<file path="src/rtl/mem_access_fsm_pkg.sv">
// Shared types and constants for the multi-cycle memory sequencer.
package mem_access_fsm_pkg;

  typedef logic [63:0] addr_t;
  typedef logic [63:0] data_t;
  typedef logic [7:0]  mask_t;

  // Canonical RV NOP (addi x0, x0, 0), shown on inst until the first fetch lands
  localparam logic [31:0] NOP_INST = 32'h0000_0013;

  typedef enum logic [2:0] {
    IF_REQ,
    IF_WAIT,
    EXE,
    RD_REQ,
    RD_WAIT,
    WB,
    WR_REQ,
    WR_WAIT
  } mem_fsm_state_enum;

  // Instruction memory returns a 64-bit line; pick the 32-bit half addressed by pc[2]
  function automatic logic [31:0] selectInstWord(input data_t line, input logic upperHalf);
    return upperHalf ? line[63:32] : line[31:0];
  endfunction

endpackage

</file>
<file path="src/rtl/mem_access_fsm_ift.sv">
// Valid/ready memory port: independent read and write channels, each a request plus a reply.
interface Mem_ift;
  import mem_access_fsm_pkg::*;

  logic  r_request_valid;
  logic  r_request_ready;
  addr_t raddr;
  logic  r_reply_valid;
  logic  r_reply_ready;
  data_t rdata;

  logic  w_request_valid;
  logic  w_request_ready;
  addr_t waddr;
  data_t wdata;
  mask_t wmask;
  logic  w_reply_valid;
  logic  w_reply_ready;

  modport Master (
    output r_request_valid, raddr, r_reply_ready,
    output w_request_valid, waddr, wdata, wmask, w_reply_ready,
    input  r_request_ready, r_reply_valid, rdata,
    input  w_request_ready, w_reply_valid
  );

  modport Slave (
    input  r_request_valid, raddr, r_reply_ready,
    input  w_request_valid, waddr, wdata, wmask, w_reply_ready,
    output r_request_ready, r_reply_valid, rdata,
    output w_request_ready, w_reply_valid
  );

endinterface

</file>
<file path="src/rtl/mem_access_fsm.sv">
// Memory sequencer between the core datapath and its instruction/data ports.
// Fetches one instruction, does at most one load or store for it, and holds
// the core in stall until the instruction's commit cycle.
module mem_access_fsm #(
  parameter logic [31:0] NOP_INST = mem_access_fsm_pkg::NOP_INST
) (
  input  logic         clk,
  input  logic         rstn,
  Mem_ift.Master       imem_ift,
  Mem_ift.Master       dmem_ift,
  input  logic [63:0]  pc,
  input  logic         re_mem,
  input  logic         we_mem,
  input  logic [63:0]  alu_res,
  input  logic [63:0]  data_package,
  input  logic [7:0]   mask_package,
  output logic [31:0]  inst,
  output logic [63:0]  rdata,
  output logic         stall
);
  import mem_access_fsm_pkg::*;

  mem_fsm_state_enum r_state;
  mem_fsm_state_enum w_nextState;

  logic [31:0] r_inst;
  data_t       r_rdata;

  logic w_iReqValid;
  logic w_iReplyReady;
  logic w_dRdReqValid;
  logic w_dRdReplyReady;
  logic w_dWrReqValid;
  logic w_dWrReplyReady;
  logic w_commit;
  logic w_unused;

  // State register; reset parks the sequencer at the start of a fetch
  always_ff @(posedge clk or negedge rstn) begin
    if (!rstn) begin
      r_state <= IF_REQ;
    end else begin
      r_state <= w_nextState;
    end
  end

  // Next-state: advance only when the handshake of the current channel completes
  always_comb begin
    w_nextState = r_state;
    case (r_state)
      IF_REQ:  if (imem_ift.r_request_ready) w_nextState = IF_WAIT;
      IF_WAIT: if (imem_ift.r_reply_valid)   w_nextState = EXE;
      EXE: begin
        if (re_mem) begin
          w_nextState = RD_REQ;
        end else if (we_mem) begin
          w_nextState = WR_REQ;
        end else begin
          w_nextState = IF_REQ;
        end
      end
      RD_REQ:  if (dmem_ift.r_request_ready) w_nextState = RD_WAIT;
      RD_WAIT: if (dmem_ift.r_reply_valid)   w_nextState = WB;
      WB:      w_nextState = IF_REQ;
      WR_REQ:  if (dmem_ift.w_request_ready) w_nextState = WR_WAIT;
      WR_WAIT: if (dmem_ift.w_reply_valid)   w_nextState = IF_REQ;
      default: w_nextState = IF_REQ;
    endcase
  end

  // Handshake strobes and commit decoded purely from state (plus the decode flags / write reply)
  always_comb begin
    w_iReqValid     = 1'b0;
    w_iReplyReady   = 1'b0;
    w_dRdReqValid   = 1'b0;
    w_dRdReplyReady = 1'b0;
    w_dWrReqValid   = 1'b0;
    w_dWrReplyReady = 1'b0;
    w_commit        = 1'b0;
    case (r_state)
      IF_REQ:  w_iReqValid     = 1'b1;
      IF_WAIT: w_iReplyReady   = 1'b1;
      EXE:     w_commit        = ~re_mem & ~we_mem;
      RD_REQ:  w_dRdReqValid   = 1'b1;
      RD_WAIT: w_dRdReplyReady = 1'b1;
      WB:      w_commit        = 1'b1;
      WR_REQ:  w_dWrReqValid   = 1'b1;
      WR_WAIT: begin
        w_dWrReplyReady = 1'b1;
        w_commit        = dmem_ift.w_reply_valid;
      end
      default: w_commit = 1'b0;
    endcase
  end

  // Latch the fetched instruction word and the raw load reply on their capturing edges only
  always_ff @(posedge clk or negedge rstn) begin
    if (!rstn) begin
      r_inst  <= NOP_INST;
      r_rdata <= '0;
    end else begin
      if (r_state == IF_WAIT && imem_ift.r_reply_valid) begin
        r_inst <= selectInstWord(imem_ift.rdata, pc[2]);
      end
      if (r_state == RD_WAIT && dmem_ift.r_reply_valid) begin
        r_rdata <= dmem_ift.rdata;
      end
    end
  end

  // Valids/readies are also gated by rstn so they fall the moment reset asserts,
  // even though the state is already IF_REQ at that point.
  assign imem_ift.r_request_valid = w_iReqValid & rstn;
  assign imem_ift.raddr           = {pc[63:3], 3'b000};
  assign imem_ift.r_reply_ready   = w_iReplyReady & rstn;
  assign imem_ift.w_request_valid = 1'b0;
  assign imem_ift.waddr           = '0;
  assign imem_ift.wdata           = '0;
  assign imem_ift.wmask           = '0;
  assign imem_ift.w_reply_ready   = 1'b0;

  assign dmem_ift.r_request_valid = w_dRdReqValid & rstn;
  assign dmem_ift.raddr           = alu_res;
  assign dmem_ift.r_reply_ready   = w_dRdReplyReady & rstn;
  assign dmem_ift.w_request_valid = w_dWrReqValid & rstn;
  assign dmem_ift.waddr           = alu_res;
  assign dmem_ift.wdata           = data_package;
  assign dmem_ift.wmask           = mask_package;
  assign dmem_ift.w_reply_ready   = w_dWrReplyReady & rstn;

  assign inst  = r_inst;
  assign rdata = r_rdata;
  assign stall = ~w_commit;

  // The instruction port never writes, and fetches are line-aligned
  assign w_unused = ^{pc[1:0], imem_ift.w_request_ready, imem_ift.w_reply_valid};

endmodule
</file>
<file path="src/flat_wrapper.sv">
// flat-port wrapper written by rule: the top's interface ports become plain ports
module mem_access_fsm_flat import mem_access_fsm_pkg::*;
#(
  parameter logic [31:0] NOP_INST = mem_access_fsm_pkg::NOP_INST
)
  (clk, rstn, pc, re_mem, we_mem, alu_res, data_package, mask_package, inst, rdata, stall, imem_ift_r_request_valid, imem_ift_raddr, imem_ift_r_reply_ready, imem_ift_w_request_valid, imem_ift_waddr, imem_ift_wdata, imem_ift_wmask, imem_ift_w_reply_ready, imem_ift_r_request_ready, imem_ift_r_reply_valid, imem_ift_rdata, imem_ift_w_request_ready, imem_ift_w_reply_valid, dmem_ift_r_request_valid, dmem_ift_raddr, dmem_ift_r_reply_ready, dmem_ift_w_request_valid, dmem_ift_waddr, dmem_ift_wdata, dmem_ift_wmask, dmem_ift_w_reply_ready, dmem_ift_r_request_ready, dmem_ift_r_reply_valid, dmem_ift_rdata, dmem_ift_w_request_ready, dmem_ift_w_reply_valid);
  Mem_ift imem_ift_i ();
  Mem_ift dmem_ift_i ();
  input  logic clk;
  input  logic rstn;
  input  logic [63:0] pc;
  input  logic re_mem;
  input  logic we_mem;
  input  logic [63:0] alu_res;
  input  logic [63:0] data_package;
  input  logic [7:0] mask_package;
  output logic [31:0] inst;
  output logic [63:0] rdata;
  output logic stall;
  output wire logic [$bits(imem_ift_i.r_request_valid)-1:0] imem_ift_r_request_valid;
  output wire logic [$bits(imem_ift_i.raddr)-1:0] imem_ift_raddr;
  output wire logic [$bits(imem_ift_i.r_reply_ready)-1:0] imem_ift_r_reply_ready;
  output wire logic [$bits(imem_ift_i.w_request_valid)-1:0] imem_ift_w_request_valid;
  output wire logic [$bits(imem_ift_i.waddr)-1:0] imem_ift_waddr;
  output wire logic [$bits(imem_ift_i.wdata)-1:0] imem_ift_wdata;
  output wire logic [$bits(imem_ift_i.wmask)-1:0] imem_ift_wmask;
  output wire logic [$bits(imem_ift_i.w_reply_ready)-1:0] imem_ift_w_reply_ready;
  input wire logic [$bits(imem_ift_i.r_request_ready)-1:0] imem_ift_r_request_ready;
  input wire logic [$bits(imem_ift_i.r_reply_valid)-1:0] imem_ift_r_reply_valid;
  input wire logic [$bits(imem_ift_i.rdata)-1:0] imem_ift_rdata;
  input wire logic [$bits(imem_ift_i.w_request_ready)-1:0] imem_ift_w_request_ready;
  input wire logic [$bits(imem_ift_i.w_reply_valid)-1:0] imem_ift_w_reply_valid;
  output wire logic [$bits(dmem_ift_i.r_request_valid)-1:0] dmem_ift_r_request_valid;
  output wire logic [$bits(dmem_ift_i.raddr)-1:0] dmem_ift_raddr;
  output wire logic [$bits(dmem_ift_i.r_reply_ready)-1:0] dmem_ift_r_reply_ready;
  output wire logic [$bits(dmem_ift_i.w_request_valid)-1:0] dmem_ift_w_request_valid;
  output wire logic [$bits(dmem_ift_i.waddr)-1:0] dmem_ift_waddr;
  output wire logic [$bits(dmem_ift_i.wdata)-1:0] dmem_ift_wdata;
  output wire logic [$bits(dmem_ift_i.wmask)-1:0] dmem_ift_wmask;
  output wire logic [$bits(dmem_ift_i.w_reply_ready)-1:0] dmem_ift_w_reply_ready;
  input wire logic [$bits(dmem_ift_i.r_request_ready)-1:0] dmem_ift_r_request_ready;
  input wire logic [$bits(dmem_ift_i.r_reply_valid)-1:0] dmem_ift_r_reply_valid;
  input wire logic [$bits(dmem_ift_i.rdata)-1:0] dmem_ift_rdata;
  input wire logic [$bits(dmem_ift_i.w_request_ready)-1:0] dmem_ift_w_request_ready;
  input wire logic [$bits(dmem_ift_i.w_reply_valid)-1:0] dmem_ift_w_reply_valid;
  assign imem_ift_r_request_valid = imem_ift_i.r_request_valid;
  assign imem_ift_raddr = imem_ift_i.raddr;
  assign imem_ift_r_reply_ready = imem_ift_i.r_reply_ready;
  assign imem_ift_w_request_valid = imem_ift_i.w_request_valid;
  assign imem_ift_waddr = imem_ift_i.waddr;
  assign imem_ift_wdata = imem_ift_i.wdata;
  assign imem_ift_wmask = imem_ift_i.wmask;
  assign imem_ift_w_reply_ready = imem_ift_i.w_reply_ready;
  assign imem_ift_i.r_request_ready = imem_ift_r_request_ready;
  assign imem_ift_i.r_reply_valid = imem_ift_r_reply_valid;
  assign imem_ift_i.rdata = imem_ift_rdata;
  assign imem_ift_i.w_request_ready = imem_ift_w_request_ready;
  assign imem_ift_i.w_reply_valid = imem_ift_w_reply_valid;
  assign dmem_ift_r_request_valid = dmem_ift_i.r_request_valid;
  assign dmem_ift_raddr = dmem_ift_i.raddr;
  assign dmem_ift_r_reply_ready = dmem_ift_i.r_reply_ready;
  assign dmem_ift_w_request_valid = dmem_ift_i.w_request_valid;
  assign dmem_ift_waddr = dmem_ift_i.waddr;
  assign dmem_ift_wdata = dmem_ift_i.wdata;
  assign dmem_ift_wmask = dmem_ift_i.wmask;
  assign dmem_ift_w_reply_ready = dmem_ift_i.w_reply_ready;
  assign dmem_ift_i.r_request_ready = dmem_ift_r_request_ready;
  assign dmem_ift_i.r_reply_valid = dmem_ift_r_reply_valid;
  assign dmem_ift_i.rdata = dmem_ift_rdata;
  assign dmem_ift_i.w_request_ready = dmem_ift_w_request_ready;
  assign dmem_ift_i.w_reply_valid = dmem_ift_w_reply_valid;
  mem_access_fsm #(.NOP_INST(NOP_INST)) u_core (.clk(clk), .rstn(rstn), .imem_ift(imem_ift_i), .dmem_ift(dmem_ift_i), .pc(pc), .re_mem(re_mem), .we_mem(we_mem), .alu_res(alu_res), .data_package(data_package), .mask_package(mask_package), .inst(inst), .rdata(rdata), .stall(stall));
endmodule
</file>
<file path="config.mk">
export PLATFORM = sky130hd
export DESIGN_NAME = mem_access_fsm_flat
export DESIGN_NICKNAME = d
export VERILOG_FILES = /design/src/rtl/mem_access_fsm_pkg.sv /design/src/rtl/mem_access_fsm_ift.sv /design/src/rtl/mem_access_fsm.sv /design/src/flat_wrapper.sv
export SDC_FILE = /design/constraint.sdc
export NUM_CORES = 1
export LEC_CHECK = 0
export ABC_AREA = 1
export CORE_AREA = 5 5 327 329
export DETAILED_ROUTE_END_ITERATION = 8
export DIE_AREA = 0 0 332 334
export SYNTH_ARGS = -nofsm -noshare
export SYNTH_HDL_FRONTEND = slang
export SYNTH_SLANG_ARGS = --single-unit
</file>
<file path="constraint.sdc">
create_clock -name clk -period 1.8 [get_ports clk]
set_clock_uncertainty 0.1 [all_clocks]
set_input_delay 0.36 -clock clk [delete_from_list [all_inputs] [get_ports clk]]
set_output_delay 0.36 -clock clk [all_outputs]
set_load 0.02 [all_outputs]
</file>
==> metrics.md <==
| Metric | Value |
|---|---|
| Root cell of the clock tree | `sky130_fd_sc_hd__clkbuf_16` |
| RePlAce Congestion | `0.7275` |
| P_leak | `approximately 4.2 nW` |
| Height of the die | `roughly 330 um` |
| Violated checks | `negative setup slack` |
| Worst reg2reg path startpoint | `u_core.r_state[0]$_DFFE_PN0P_` |
| Routed length per placed instance | `15.57 um` |
| Final Critical Period | `between 1500 and 2000 ps` |
| Layout-stage area growth over the synthesis result | `29.37%` |
| Placed wire-length estimate | `29.00 mm` |
| Power per standard cell area | `between 1000 and 1500 nW/um2` |
| Biggest fanout along the worst timing path | `5` |
| Slew at the pin with the worst max-slew slack | `between 600 and 700 ps` |
| Hold Violations, Final | `0` |
| Clock tree from TritonCTS | `done` |
| Length of the first detailed-routing pass in iterations | `6` |
| Post-CTS clock slew at the launch and capture registers of the worst setup and hold paths | `100 ps` |
| Total detailed-routing wirelength | `roughly 34 mm` |
| Number of placed cells counting well taps | `roughly 2200` |
| Final count of negative-setup-slack endpoints | `70` |
| DRT iter0 DRCs | `122` |
| Pin count of the biggest net entering global routing | `87` |
| Hold WC Path Type | `flip-flop to flip-flop` |
| DRC viols | `0` |
| Total GRT Usage | `under 10%` |
| Num Clock Sinks | `just under 100` |
| Number of warning messages in the yosys log | `0` |
| Result of the run | `finished with violations` |
| Cell accounting for the most synthesized area | `sky130_fd_sc_hd__buf_4` |
| FILL cells | `around 12000` |
| Number of port buffers | `approximately 240` |
| Setup TNS after final layout | `-5554 ps` |
| Die Outline Area | `about 110000 um2` |
| Via count | `about 4700` |
| Total power | `around 13 mW` |
| Number of nets with antenna violations after routing | `0` |
| Max H-tree Level | `3` |
| Netlist cell types | `24` |
| Worst Hold Launch | `u_core.inst[14]$_DFFE_PN0P_` |
| Number of max-cap violations | `0` |
| Final cycle utilization of the critical path | `108.0%` |
| Req. time, crit path | `roughly 1300 ps` |
| Critical path startpoint | `u_core.r_state[2]$_DFFE_PN0P_` |
| Worst Slack Setup Final | `-143.8 ps` |
| Core ar. | `103200 um2` |
| Fmax | `514.5 MHz` |
| Count of standard-cell rows | `118` |
| Proportion of layout cells with a drive suffix above 1 | `18.12%` |
| Setup repair after global routing missed its margin | `true` |
| Part of the Yosys area used for sequential elements | `between 30% and 40%` |
| Arrival time at the worst endpoint | `around 1500 ps` |
| Die outline width | `332 um` |
| Number of buffers between clock root and the deepest sink | `2` |
| Average instance area after synthesis | `roughly 9.5 um2` |
| Grt ovf | `0` |
| Final core utilization | `about a tenth` |
| Non-filler instance count after layout | `around 2200` |
| Number of antenna violations at the first check in global routing | `25` |
| Final-stage net count | `roughly 1200` |
| FF-to-FF setup slack | `-130 ps` |
| Crit end category | `output pin` |
| Number of I/O pins | `between 800 and 900` |
| First-pass GRT wire length | `between 40 and 50 mm` |
| Most area-consuming cells after synthesis | `sky130_fd_sc_hd__buf_4 (40%), sky130_fd_sc_hd__dfrtp_1 (31%), sky130_fd_sc_hd__mux2_4 (12%)` |
| Cell area after synthesis | `7630 um2` |
| Number of synthesized register bits | `99` |
| Maximum resistive drop on vdd | `about 630 uV` |
| Starting utilization of the core area | `roughly 7.4%` |
| Count of mapped cells out of synthesis | `803` |
| Category of the most critical setup path | `flip-flop to output pin` |
| Number of global-route vias before repair | `between 4000 and 5000` |
| Fraction of post-synthesis cell area in the top cell type by area | `about 40%` |
| Total CTS buffers | `9` |
| Final Max Tran Viols | `0` |
| Via density per instance | `between 2 and 2.5` |
| Worst-Skew Late Latency | `400 ps` |
| Crit path launch type | `flip-flop` |
| Relative max-transition margin | `roughly three fifths` |
## critical path, cell delays in order (launching register included)
cell and delay [ps]:
sky130_fd_sc_hd__dfrtp_2 490, sky130_fd_sc_hd__inv_2 110, sky130_fd_sc_hd__buf_6 110, sky130_fd_sc_hd__nor3_4 40, sky130_fd_sc_hd__a21oi_4 160, sky130_fd_sc_hd__buf_12 150
## placed cells by master, fill, tap and decap left out, types with 10 or more instances in the layout
cell,Yosys,layout
sky130_fd_sc_hd__buf_4,407,32
sky130_fd_sc_hd__clkbuf_16,0,10
sky130_fd_sc_hd__clkdlybuf4s50_1,0,136
sky130_fd_sc_hd__conb_1,1,141
sky130_fd_sc_hd__dfrtp_1,96,94
sky130_fd_sc_hd__dlygate4sd2_1,0,94
sky130_fd_sc_hd__inv_1,41,41
sky130_fd_sc_hd__mux2_4,60,60
sky130_fd_sc_hd__nand2_1,78,78
sky130_fd_sc_hd__nor2_1,11,10
sky130_fd_sc_hd__o21a_1,32,32
sky130_fd_sc_hd__o21ai_0,33,33
## what timing repair did
| action | 4_1_cts | 5_1_grt |
|---|---|---|
| setup endpoints to repair | 160 | 94 |
| setup buffers | 6 | 4 |
| pin swaps | 5 | 3 |
| gates cloned | 0 | 1 |
| endpoints found under the hold margin | 5 | 0 |
| resized for setup | 139 | 8 |
| hold buffers | 1 | 0 |
## metal layers
| layer | share of wire, % | track usage, % | vias up |
|---|---|---|---|
| li1 | - | - | 2002 |
| met3 | 21 | 5.924 | 180 |
| met2 | 45 | 8.935 | 428 |
| met1 | 28 | 4.654 | 2029 |
| met4 | 5.3 | 3.161 | 22 |
| met5 | 0.63 | 0.5957 | - |
## state kept, by name, indices dropped and copies added, names as in the netlist
register / cells
u_core.r_state: 3
u_core.inst: 32
u_core.rdata: 64
## metrics by stage
stage	hold WS, ps	area [um2]	worst slack, ps
floorplan	-35.59	8155	39.53
global placement	371.8	9447	-176.7
detailed placement	378.6	9447	-209.7
global route	394.4	9856	-245.0
CTS	391.7	9752	-243.3
finish	385.5	9871	-143.8
## synth_stat cells (all sizes together)
master and n:
a21oi 2, a31oi 1, buf 421, clkbuf 3
conb 1, dfrtp 96, dfstp 3, inv 42
mux2 64, nand2 78, nand3 8, nand4 1
nor2 13, nor3 3, nor4 2, o21a 32
o21ai 33
## final cells by class
cell class / count / area, um2 / share of cell area [%]
clock buffer: 10 / 239.0 / 2.421
tap: 1380 / 1727 / 17.49
sequential: 99 / 2484 / 25.16
timing repair buffer: 282 / 2759 / 27.95
inverter: 42 / 157.7 / 1.597
multi-input combinational: 378 / 2429 / 24.60
clock inverter: 6 / 61.31 / 0.6211
antenna: 6 / 15.01 / 0.1521
## path summary, 6_finish.rpt
path,cells after the start,endpoint
max,5,stall
min,1,u_core.inst[14]$_DFFE_PN0P_
max reg2reg,7,u_core.rdata[58]$_DFFE_PN0P_
min reg2reg,1,u_core.inst[14]$_DFFE_PN0P_
max in group asynchronous,4,u_core.inst[11]$_DFFE_PN0P_
min in group asynchronous,4,u_core.r_state[1]$_DFFE_PN0P_
## cell families (layout without fill, tap and decap cells)
kind of cell           Yosys count  in the layout  synth area share [%]
AO/OA/AOI/OAI                   68             68                 5.526
flip-flops                      99             99                 32.52
other                            1            147               0.04915
multiplexers                    64             64                 12.40
buffers and inverters          466            340                 43.70
AND/OR/NAND/NOR                105            105                 5.805
## report_power, final
part | internal (mW) | leakage, nW | switching, mW
Sequential | 3.34 | 1.16 | 0.677
Combinational | 3.23 | 2.93 | 3.53
Clock | 1.01 | 0.144 | 1.15
Note: power is estimated with default switching activity, not from simulation.
